<file path="config.mk">
export PLATFORM = sky130hd
export DESIGN_NAME = uart_rx_frame_parser
export DESIGN_NICKNAME = d
export VERILOG_FILES = /design/src/rtl/uart_rx_frame_parser.sv
export SDC_FILE = /design/constraint.sdc
export NUM_CORES = 1
export LEC_CHECK = 0
export CAP_MARGIN = 5
export CORE_MARGIN = 1.5
export CORE_UTILIZATION = 39
export DETAILED_ROUTE_END_ITERATION = 10
export HOLD_SLACK_MARGIN = 0.12
export PLACE_DENSITY = 0.61
export SYNTH_ARGS = -nofsm -noshare
export SYNTH_HDL_FRONTEND = slang
export SYNTH_SLANG_ARGS = --single-unit
</file>
<file path="constraint.sdc">
create_clock -name clk -period 3.1 [get_ports clk]
set_input_delay 0.31 -clock clk [delete_from_list [all_inputs] [get_ports clk]]
set_output_delay 0.31 -clock clk [all_outputs]
set_load 0.01 [all_outputs]
</file>
<file path="src/rtl/uart_rx_frame_parser.sv">
// uart_rx_frame_parser
// Sits behind a UART receiver. It finds frames of the form
// [SOF][LEN][LEN payload bytes][CSUM] in the received byte stream and checks
// the length and the checksum. The payload is held in a local buffer and is
// only forwarded after the checksum passes. The output is a valid/ready byte
// stream with a last-byte flag.
// A frame is good when LEN + sum(payload) + CSUM == 0 (mod 256).
// MAX_LEN must be at least 2 and no more than 255.

module uart_rx_frame_parser #(
  parameter int         MAX_LEN     = 16,
  parameter logic [7:0] SOF         = 8'h7E,
  parameter int         TIMEOUT_CYC = 100000
) (
  input  logic       clk,
  input  logic       reset,
  input  logic       uart_rx_valid,
  input  logic [7:0] uart_rx_data,
  input  logic       uart_rx_break,
  output logic       frm_valid,
  input  logic       frm_ready,
  output logic [7:0] frm_data,
  output logic       frm_last,
  output logic [7:0] frm_len,
  output logic       err_csum,
  output logic       err_len,
  output logic       err_timeout,
  output logic       err_overrun,
  output logic       busy
);

  localparam int IDX_W = $clog2(MAX_LEN);
  localparam int CNT_W = $clog2(TIMEOUT_CYC + 1);

  localparam logic [7:0]       MAX_LEN_B    = 8'(MAX_LEN);
  // The counter value after TIMEOUT_CYC idle cycles.
  localparam logic [CNT_W-1:0] TIMEOUT_LAST = CNT_W'(TIMEOUT_CYC - 1);

  typedef enum logic [2:0] {
    ST_HUNT,
    ST_LEN,
    ST_PAYLOAD,
    ST_CSUM,
    ST_DELIVER
  } state_t;

  state_t           state_q, state_n;
  logic [7:0]       len_q, len_n;
  logic [7:0]       sum_q, sum_n;
  logic [IDX_W-1:0] idx_q, idx_n;
  logic [CNT_W-1:0] cnt_q, cnt_n;

  logic err_csum_q, err_csum_n;
  logic err_len_q, err_len_n;
  logic err_timeout_q, err_timeout_n;
  logic err_overrun_q, err_overrun_n;

  logic             wr_en;
  logic [7:0]       payload_mem [MAX_LEN];

  // Helpers shared by the state logic and the outputs.
  logic [7:0] idx_ext;
  logic [7:0] sum_plus;
  logic       at_last_idx;

  assign idx_ext     = 8'(idx_q);
  assign sum_plus    = sum_q + uart_rx_data;
  assign at_last_idx = (idx_ext == len_q - 8'd1);

  // Next-state logic. It also handles the index, checksum and timeout bookkeeping,
  // the buffer write enable, and the error pulses.
  always_comb begin
    // NOTE: every signal assigned in this block gets a default first, so no latch can be inferred.
    state_n       = state_q;
    len_n         = len_q;
    sum_n         = sum_q;
    idx_n         = idx_q;
    cnt_n         = cnt_q;
    wr_en         = 1'b0;
    err_csum_n    = 1'b0;
    err_len_n     = 1'b0;
    err_timeout_n = 1'b0;
    err_overrun_n = 1'b0;

    unique case (state_q)
      ST_HUNT: begin
        cnt_n = '0;
        if (uart_rx_valid && uart_rx_data == SOF) begin
          state_n = ST_LEN;
        end
      end

      ST_LEN, ST_PAYLOAD, ST_CSUM: begin
        if (uart_rx_break) begin
          // A break throws the frame away quietly. Any byte in the same cycle is dropped too.
          state_n = ST_HUNT;
          cnt_n   = '0;
        end else if (uart_rx_valid) begin
          cnt_n = '0;
          unique case (state_q)
            ST_LEN: begin
              if (uart_rx_data != 8'd0 && uart_rx_data <= MAX_LEN_B) begin
                len_n   = uart_rx_data;
                sum_n   = uart_rx_data;
                idx_n   = '0;
                state_n = ST_PAYLOAD;
              end else begin
                err_len_n = 1'b1;
                state_n   = ST_HUNT;
              end
            end
            ST_PAYLOAD: begin
              // An SOF byte here is plain data. There is no byte stuffing.
              wr_en = 1'b1;
              sum_n = sum_plus;
              if (at_last_idx) begin
                state_n = ST_CSUM;
              end else begin
                idx_n = idx_q + IDX_W'(1);
              end
            end
            default: begin
              if (sum_plus == 8'd0) begin
                idx_n   = '0;
                state_n = ST_DELIVER;
              end else begin
                err_csum_n = 1'b1;
                state_n    = ST_HUNT;
              end
            end
          endcase
        end else if (cnt_q == TIMEOUT_LAST) begin
          err_timeout_n = 1'b1;
          cnt_n         = '0;
          state_n       = ST_HUNT;
        end else begin
          cnt_n = cnt_q + CNT_W'(1);
        end
      end

      ST_DELIVER: begin
        // The receiver cannot be stalled. A byte that arrives now is lost, and the delivery carries on.
        err_overrun_n = uart_rx_valid;
        if (frm_ready) begin
          if (at_last_idx) begin
            idx_n   = '0;
            state_n = ST_HUNT;
          end else begin
            idx_n = idx_q + IDX_W'(1);
          end
        end
      end

      default: state_n = ST_HUNT;
    endcase
  end

  // State, counter and error-pulse registers, cleared by the synchronous reset.
  always_ff @(posedge clk) begin
    // NOTE: sequential state uses non-blocking assignments only, so every register updates from pre-edge values.
    if (reset) begin
      state_q       <= ST_HUNT;
      len_q         <= '0;
      sum_q         <= '0;
      idx_q         <= '0;
      cnt_q         <= '0;
      err_csum_q    <= 1'b0;
      err_len_q     <= 1'b0;
      err_timeout_q <= 1'b0;
      err_overrun_q <= 1'b0;
    end else begin
      state_q       <= state_n;
      len_q         <= len_n;
      sum_q         <= sum_n;
      idx_q         <= idx_n;
      cnt_q         <= cnt_n;
      err_csum_q    <= err_csum_n;
      err_len_q     <= err_len_n;
      err_timeout_q <= err_timeout_n;
      err_overrun_q <= err_overrun_n;
    end
  end

  // Payload buffer. Each entry is written before it is read within a frame.
  always_ff @(posedge clk) begin
    // NOTE: the buffer has no reset. Stale data is never visible, because delivery only reads indices written by the current frame.
    if (wr_en && !reset) begin
      payload_mem[idx_q] <= uart_rx_data;
    end
  end

  // Output stream. The data, last flag and length are gated so that they read 0 when no delivery is in progress.
  always_comb begin
    frm_valid = (state_q == ST_DELIVER);
    frm_data  = frm_valid ? payload_mem[idx_q] : 8'h00;
    frm_last  = frm_valid && at_last_idx;
    frm_len   = frm_valid ? len_q : 8'h00;
    busy      = (state_q != ST_HUNT);
  end

  assign err_csum    = err_csum_q;
  assign err_len     = err_len_q;
  assign err_timeout = err_timeout_q;
  assign err_overrun = err_overrun_q;

endmodule

</file>
==> results.yml, run 1 <==
outcome:
  outcome: "completed"
die:
  die_h_um: 143.5
  die_area_mm2: 0.02060
  die_w_um: 143.5
  core-area_mm2: 0.01940
  start_util_pct: 39.70
  rows: 51
  ios: 36
setup_path:
  end_kind: "output pin"
  crit_arrival_ns: 2.71
  path_cells: "buf_12 -> buf_16 -> mux4_2 -> mux4_2 -> and2_1 -> clkdlybuf4s50_1"
  critPathRequiredTime_ns: 2.79
  cpMostUsedCell: "mux4_2"
  cp_num_buf_inv: 3
  cp_top_family: "multiplexers"
  criticalPathCategory: "reg -> out"
  crit_fanout: 8
  critPathMaxStageDelay_ns: 0.51
  crit_slowest_cell: "mux4_2"
  startpoint_type: "register"
sta:
  timing.hold.ws_ns: 0.5011
  rsz0062_at_grt: "false"
  hold_viol_final: 0
  tightestPinTransition_ns: 0.6715
  tns_ns: 0
  min_period_over_period_pct: 97.38
  max-slew-margin-rel_pct: 55.17
  clock_skew_ns: 0.02036
  max_freq_mhz: 331.3
  slew_violations: 0
  setup_ws_ns: 0.08123
  setup_violations: 0
  layout_min_cycle_time_ns: 3.019
clock_network:
  clockBufferDepth: 2
  clk_pin_slew_worst_paths_ns: 0.06
  clk_latency_ns: 0.43
  hold_buffers: 0
  cts_tree: "yes"
  clock-sinks: 176
  root_buffer: "clkbuf_16"
  cts_buffers: 17
  htree_levels: 4
place:
  gp_congestion: 0.8326
  pre_cts_slack_ns: -0.003574
  dp_hpwl_um: 11570
  place_area_mm2: 0.008598
  io_buffers: 35
grt:
  grt_max_degree: 33
  grt.overflow.total: 0
  grt_pass1_wl_um: 26590
  grt_pass1_vias: 4720
  grtUsageTotal_pct: 17.72
  antenna_found_initial: 0
logic_synthesis:
  ys.flop_type: "edfxtp_1"
  syn_area_mm2: 0.007701
  ys_seq_elements: 176
  ys_seq_area_share_pct: 62.39
  ys_warn_count: 0
  netlist_instances: 519
  synthArstFlopShare_pct: 0
  synth_fp_nets: 546
  yosysUniqueCellTypes: 70
  avgSynthCellArea_um2: 14.84
  synth_edf_count: 128
drt:
  wl_per_cell_um: 19.78
  vias_per_cell: 5.305
  drtPass1Iterations: 5
  ant_nets: 0
  initialDrtViolationCount: 264
  drt-total-wl_um: 17230
  vias: 4621
  drc: 0
final_layout:
  layout-drive-gt1-share_pct: 22.61
  area_growth_pct: 20.31
  seq_area_mm2: 0.004808
  nets: 620
  fin_area_mm2: 0.009265
  multiInputGateArea_mm2: 0.002779
  antenna_cells: 0
  fillerInstances: 1723
  fin_util_pct: 47.76
pwr:
  ir_drop_mv: 0.4139
  powerDensity_mw_per_mm2: 570.3
  p_leak_nw: 3.034
hold_path:
  min_path_type: "reg -> reg"
job:
  drv_cap: 0
==> cells in the mapped netlist (all sizes together) (12+ instances only) <==
| master | instances | area [um2] |
|---|---|---|
| edfxtp | 128 | 3844 |
| nor2 | 55 | 209.0 |
| dfxtp | 48 | 960.9 |
| mux4 | 40 | 900.9 |
| nand2 | 28 | 105.1 |
| and2 | 17 | 107.6 |
| ha | 13 | 162.7 |
| clkbuf | 12 | 46.29 |
| nor3 | 12 | 71.32 |
| xor2 | 12 | 105.1 |
==> tightest hold or removal path, cell delays in order, from the launching register on <==
cell and delay [ns]:
dfxtp_1 0.32, nand3b_1 0.08, a21oi_1 0.06
==> final cells by class <==
cell class | count | share of cell area [%]
clock buffers | 18 | 4.632
clock inverters | 14 | 1.594
inverters | 11 | 0.4456
multi-input cells | 311 | 29.99
flip-flops and latches | 176 | 51.90
well taps | 265 | 3.579
repair buffers | 76 | 7.860
==> through the flow <==
step,power (W),std cells
CTS,0.005329,872
global route,0.005487,871
finish,0.005284,871
detailed placement,0.003225,835
global placement,0.003213,835
floorplan,0.003030,519
==> worst paths after layout <==
path	startpoint	endpoint	slack [ns]	depth (start not counted)
max	register	frm_data[1]	0.08	6
min	sum_q[5]	sum_q[5]	0.50	2
min reg2reg	sum_q[5]	sum_q[5]	0.50	2
max reg2reg	sum_q[0]	register	0.50	9
==> report_power, final <==
part	leakage (nW)	internal, W	switching [W]	total, W
sequential	1.54	0.00255	0.0000425	0.00259
clock	0.281	0.00114	0.000944	0.00208
combinational	1.21	0.000288	0.000319	0.000607
==> cells by family (layout without fill, tap and decap cells) <==
family,after synthesis,after routing,synth area share [%]
muxes,52,52,13.27
buffers and inverters,32,119,1.690
DFF,176,176,62.39
and+or+nand+nor,164,164,11.54
AOI/OAI and AO/OA,58,58,6.125
adders and majority gates,14,14,2.372
xor gates and xnor gates,23,23,2.616
==> layout by cell type (no fill, tap or decap), types with 6 or more instances in the layout <==
cell,netlist,routed
a21oi_1,11,11
and2_1,16,16
buf_4,0,36
clkbuf_16,0,17
clkdlybuf4s50_1,0,29
dfxtp_1,48,47
edfxtp_1,128,128
ha_1,13,13
inv_1,9,9
mux2i_1,11,11
mux4_2,40,40
nand2_1,28,28
nand3_1,6,6
nor2_1,54,54
nor3_1,11,11
o21ai_0,8,8
xnor2_1,11,11
xor2_1,12,12
==> sequential cells by signal, summed over array words and instances, names as in the netlist, named ones only <==
register and count:
err_overrun 1, len_q 8, err_len 1, cnt_q 17, payload_mem 128, err_timeout 1, sum_q 8, idx_q 4
state_q 3, err_csum 1
==> routing by layer <==
metal	GRT usage [%]	vias up	share of wire [%]
met1	22.13	2349	44
met3	4.499	12	4.3
met2	30.47	107	51
met4	5.048	0	1.1
met5	0	-	0
li1	-	2153	-
==> repair_timing <==
action / 4_1_cts / 5_1_grt
cloned: 2 / 0
gates resized for setup: 8 / 3
setup endpoints to repair: 4 / 5
pin swaps: 1 / 0
setup buffers: 3 / 0
(Power assumes the default switching activity.)
==> run 2, diff against run 1 <==
--- a/config.mk
+++ b/config.mk
@@ -6,7 +6,6 @@
 export NUM_CORES = 1
 export LEC_CHECK = 0
 export CAP_MARGIN = 5
-export CORE_MARGIN = 1.5
 export CORE_UTILIZATION = 39
 export DETAILED_ROUTE_END_ITERATION = 10
 export HOLD_SLACK_MARGIN = 0.12
==> results.yml, run 2 (synthesis results as in run 1) <==
place:
  pre_cts_slack_ns: -0.03568
  dp_hpwl_um: 11140
  gp_congestion: 0.8264
  io_buffers: 35
  place_area_mm2: 0.008598
clock_network:
  clock-sinks: 176
  root_buffer: "clkbuf_16"
  htree_levels: 4
  clockBufferDepth: 2
  cts_buffers: 17
  clk_pin_slew_worst_paths_ns: 0.07
  hold_buffers: 0
  clk_latency_ns: 0.44
  cts_tree: "yes"
final_layout:
  fin_util_pct: 47.68
  fin_area_mm2: 0.009250
  fillerInstances: 1708
  area_growth_pct: 20.11
  layout_commonest_cell: "edfxtp_1"
  layout_common_cells: "128 x edfxtp_1, 54 x nor2_1, 47 x dfxtp_1, 40 x mux4_2, 36 x buf_4"
  antenna_cells: 0
  layout-drive-gt1-share_pct: 22.64
  multiInputGateArea_mm2: 0.002779
  seq_area_mm2: 0.004808
  nets: 619
  top_regs: "payload_mem: 128 flops, cnt_q: 17 flops"
  regMostFlops: "payload_mem"
  largest_reg_flops: 128
grt:
  grt_pass1_vias: 4752
  grtUsageTotal_pct: 18.05
  grt.overflow.total: 0
  grt_pass1_wl_um: 26470
  antenna_found_initial: 1
  grt_max_degree: 33
die:
  die_w_um: 142.5
  start_util_pct: 39.70
  die_area_mm2: 0.02031
  die_h_um: 142.5
  ios: 36
  rows: 51
  core-area_mm2: 0.01940
sta:
  max-slew-margin-rel_pct: 53.92
  setup_violations: 0
  slew_violations: 0
  max_freq_mhz: 339.3
  clock_skew_ns: 0.01374
  hold_viol_final: 0
  setup_ws_ns: 0.1527
  tns_ns: 0
  rsz0062_at_grt: "false"
  tightestPinTransition_ns: 0.6902
  layout_min_cycle_time_ns: 2.947
  min_period_over_period_pct: 95.07
drt:
  drt-total-wl_um: 16920
  ant_nets: 0
  drtPass1Iterations: 5
  vias: 4618
  wl_per_cell_um: 19.45
  drc: 0
  vias_per_cell: 5.308
  initialDrtViolationCount: 240
setup_path:
  worstRegToRegCells: 9
  cpMostUsedCell: "mux4_2"
  cp_top_family: "multiplexers"
  startpoint_type: "register"
  critPathRequiredTime_ns: 2.79
  end_kind: "output pin"
  criticalPathCategory: "reg -> out"
  cp.depth: 5
  crit_arrival_ns: 2.64
  path_cells: "buf_12 -> mux4_2 -> mux4_2 -> and2_1 -> clkdlybuf4s50_1"
  r2r-start: "sum_q[0]"
  critPathMaxStageDelay_ns: 0.53
  cp_num_buf_inv: 2
  crit_fanout: 16
  crit_slowest_cell: "mux4_2"
pwr:
  ir_drop_mv: 0.3655
  powerDensity_mw_per_mm2: 568.8
  p_leak_nw: 3.044
  p_total_w: 0.005261
hold_path:
  min_path_cells: 2
  min_path_type: "reg -> reg"
  hold_path.startpoint: "sum_q[5]"
job:
  drv_cap: 0
outcome:
  outcome: "completed"
==> run 2: changes by cell type in the layout (fill, tap and decap cells not counted) <==
cell	change
clkdlybuf4s50_1	+1
clkinvlp_4	+2
bufbuf_16	+1
bufinv_16	-1
inv_6	-2
dlymetal6s2s_1	+2
clkinv_4	-2
inv_8	+4
clkinv_1	-1
buf_16	-1
buf_12	-1
dlygate4sd2_1	-3
==> run 2: what timing repair did <==
action / in CTS / in global routing
gates resized for setup: 4 / 5
gates cloned: 2 / 0
buffers inserted: 2 / 0
pin swaps: 1 / 0
endpoints found under the setup margin: 6 / 8
==> run 2: per-layer routing <==
layer | routed length, um | vias to the layer above | track usage (%) | part of all wire, %
met4 | 312 | 0 | 6.904 | 1.8
met1 | 7488 | 2319 | 23.01 | 44
met3 | 847 | 22 | 3.970 | 5.0
met5 | 0 | - | 0 | 0
li1 | - | 2154 | - | -
met2 | 8270 | 123 | 30.01 | 49
==> run 2: area by class of cell <==
| type | count | share of cell area [%] |
|---|---|---|
| multi-input combinational | 311 | 30.04 |
| timing repair buffer | 75 | 7.805 |
| sequential | 176 | 51.98 |
| clock buffer | 18 | 4.640 |
| inverter | 11 | 0.4464 |
| tap | 265 | 3.584 |
| clock inverter | 14 | 1.501 |
==> run 2: per-stage QoR <==
step | hold WS, ns | cells
global route | 0.5300 | 870
finish | 0.4952 | 870
detailed placement | 0.4824 | 835
CTS | 0.4950 | 871
global placement | 0.4664 | 835
floorplan | 0.4089 | 519
==> run 2: final timing paths <==
kind | slack [ns] | endpoint
hold reg to reg | 0.50 | sum_q[5]
setup / recovery | 0.15 | frm_data[1]
setup reg to reg | 0.47 | idx_q[1]
hold / removal | 0.50 | sum_q[5]
==> run 2: where the power goes <==
part | switching [W] | internal (W) | leakage (nW)
registers | 0.0000403 | 0.00255 | 1.54
clock network | 0.000992 | 0.00107 | 0.273
logic | 0.000317 | 0.000288 | 1.23
==> run 2: worst reg2reg max path: cells and delay by family, from the launching register on <==
family / cells / cell delay (ns)
AOI/OAI and AO/OA: 5 / 1.15
xor gates and xnor gates: 1 / 0.31
adders and majority gates: 2 / 0.61
DFF: 1 / 0.32
and+or+nand+nor: 1 / 0.18
==> run 3, diff against run 2 <==
--- a/config.mk
+++ b/config.mk
@@ -10,6 +10,7 @@
 export DETAILED_ROUTE_END_ITERATION = 10
 export HOLD_SLACK_MARGIN = 0.12
 export PLACE_DENSITY = 0.61
+export SLEW_MARGIN = 25
 export SYNTH_ARGS = -nofsm -noshare
 export SYNTH_HDL_FRONTEND = slang
 export SYNTH_SLANG_ARGS = --single-unit
==> results of run 3 <==
The final DEF is identical to that of run 2; final timing and power are the same.
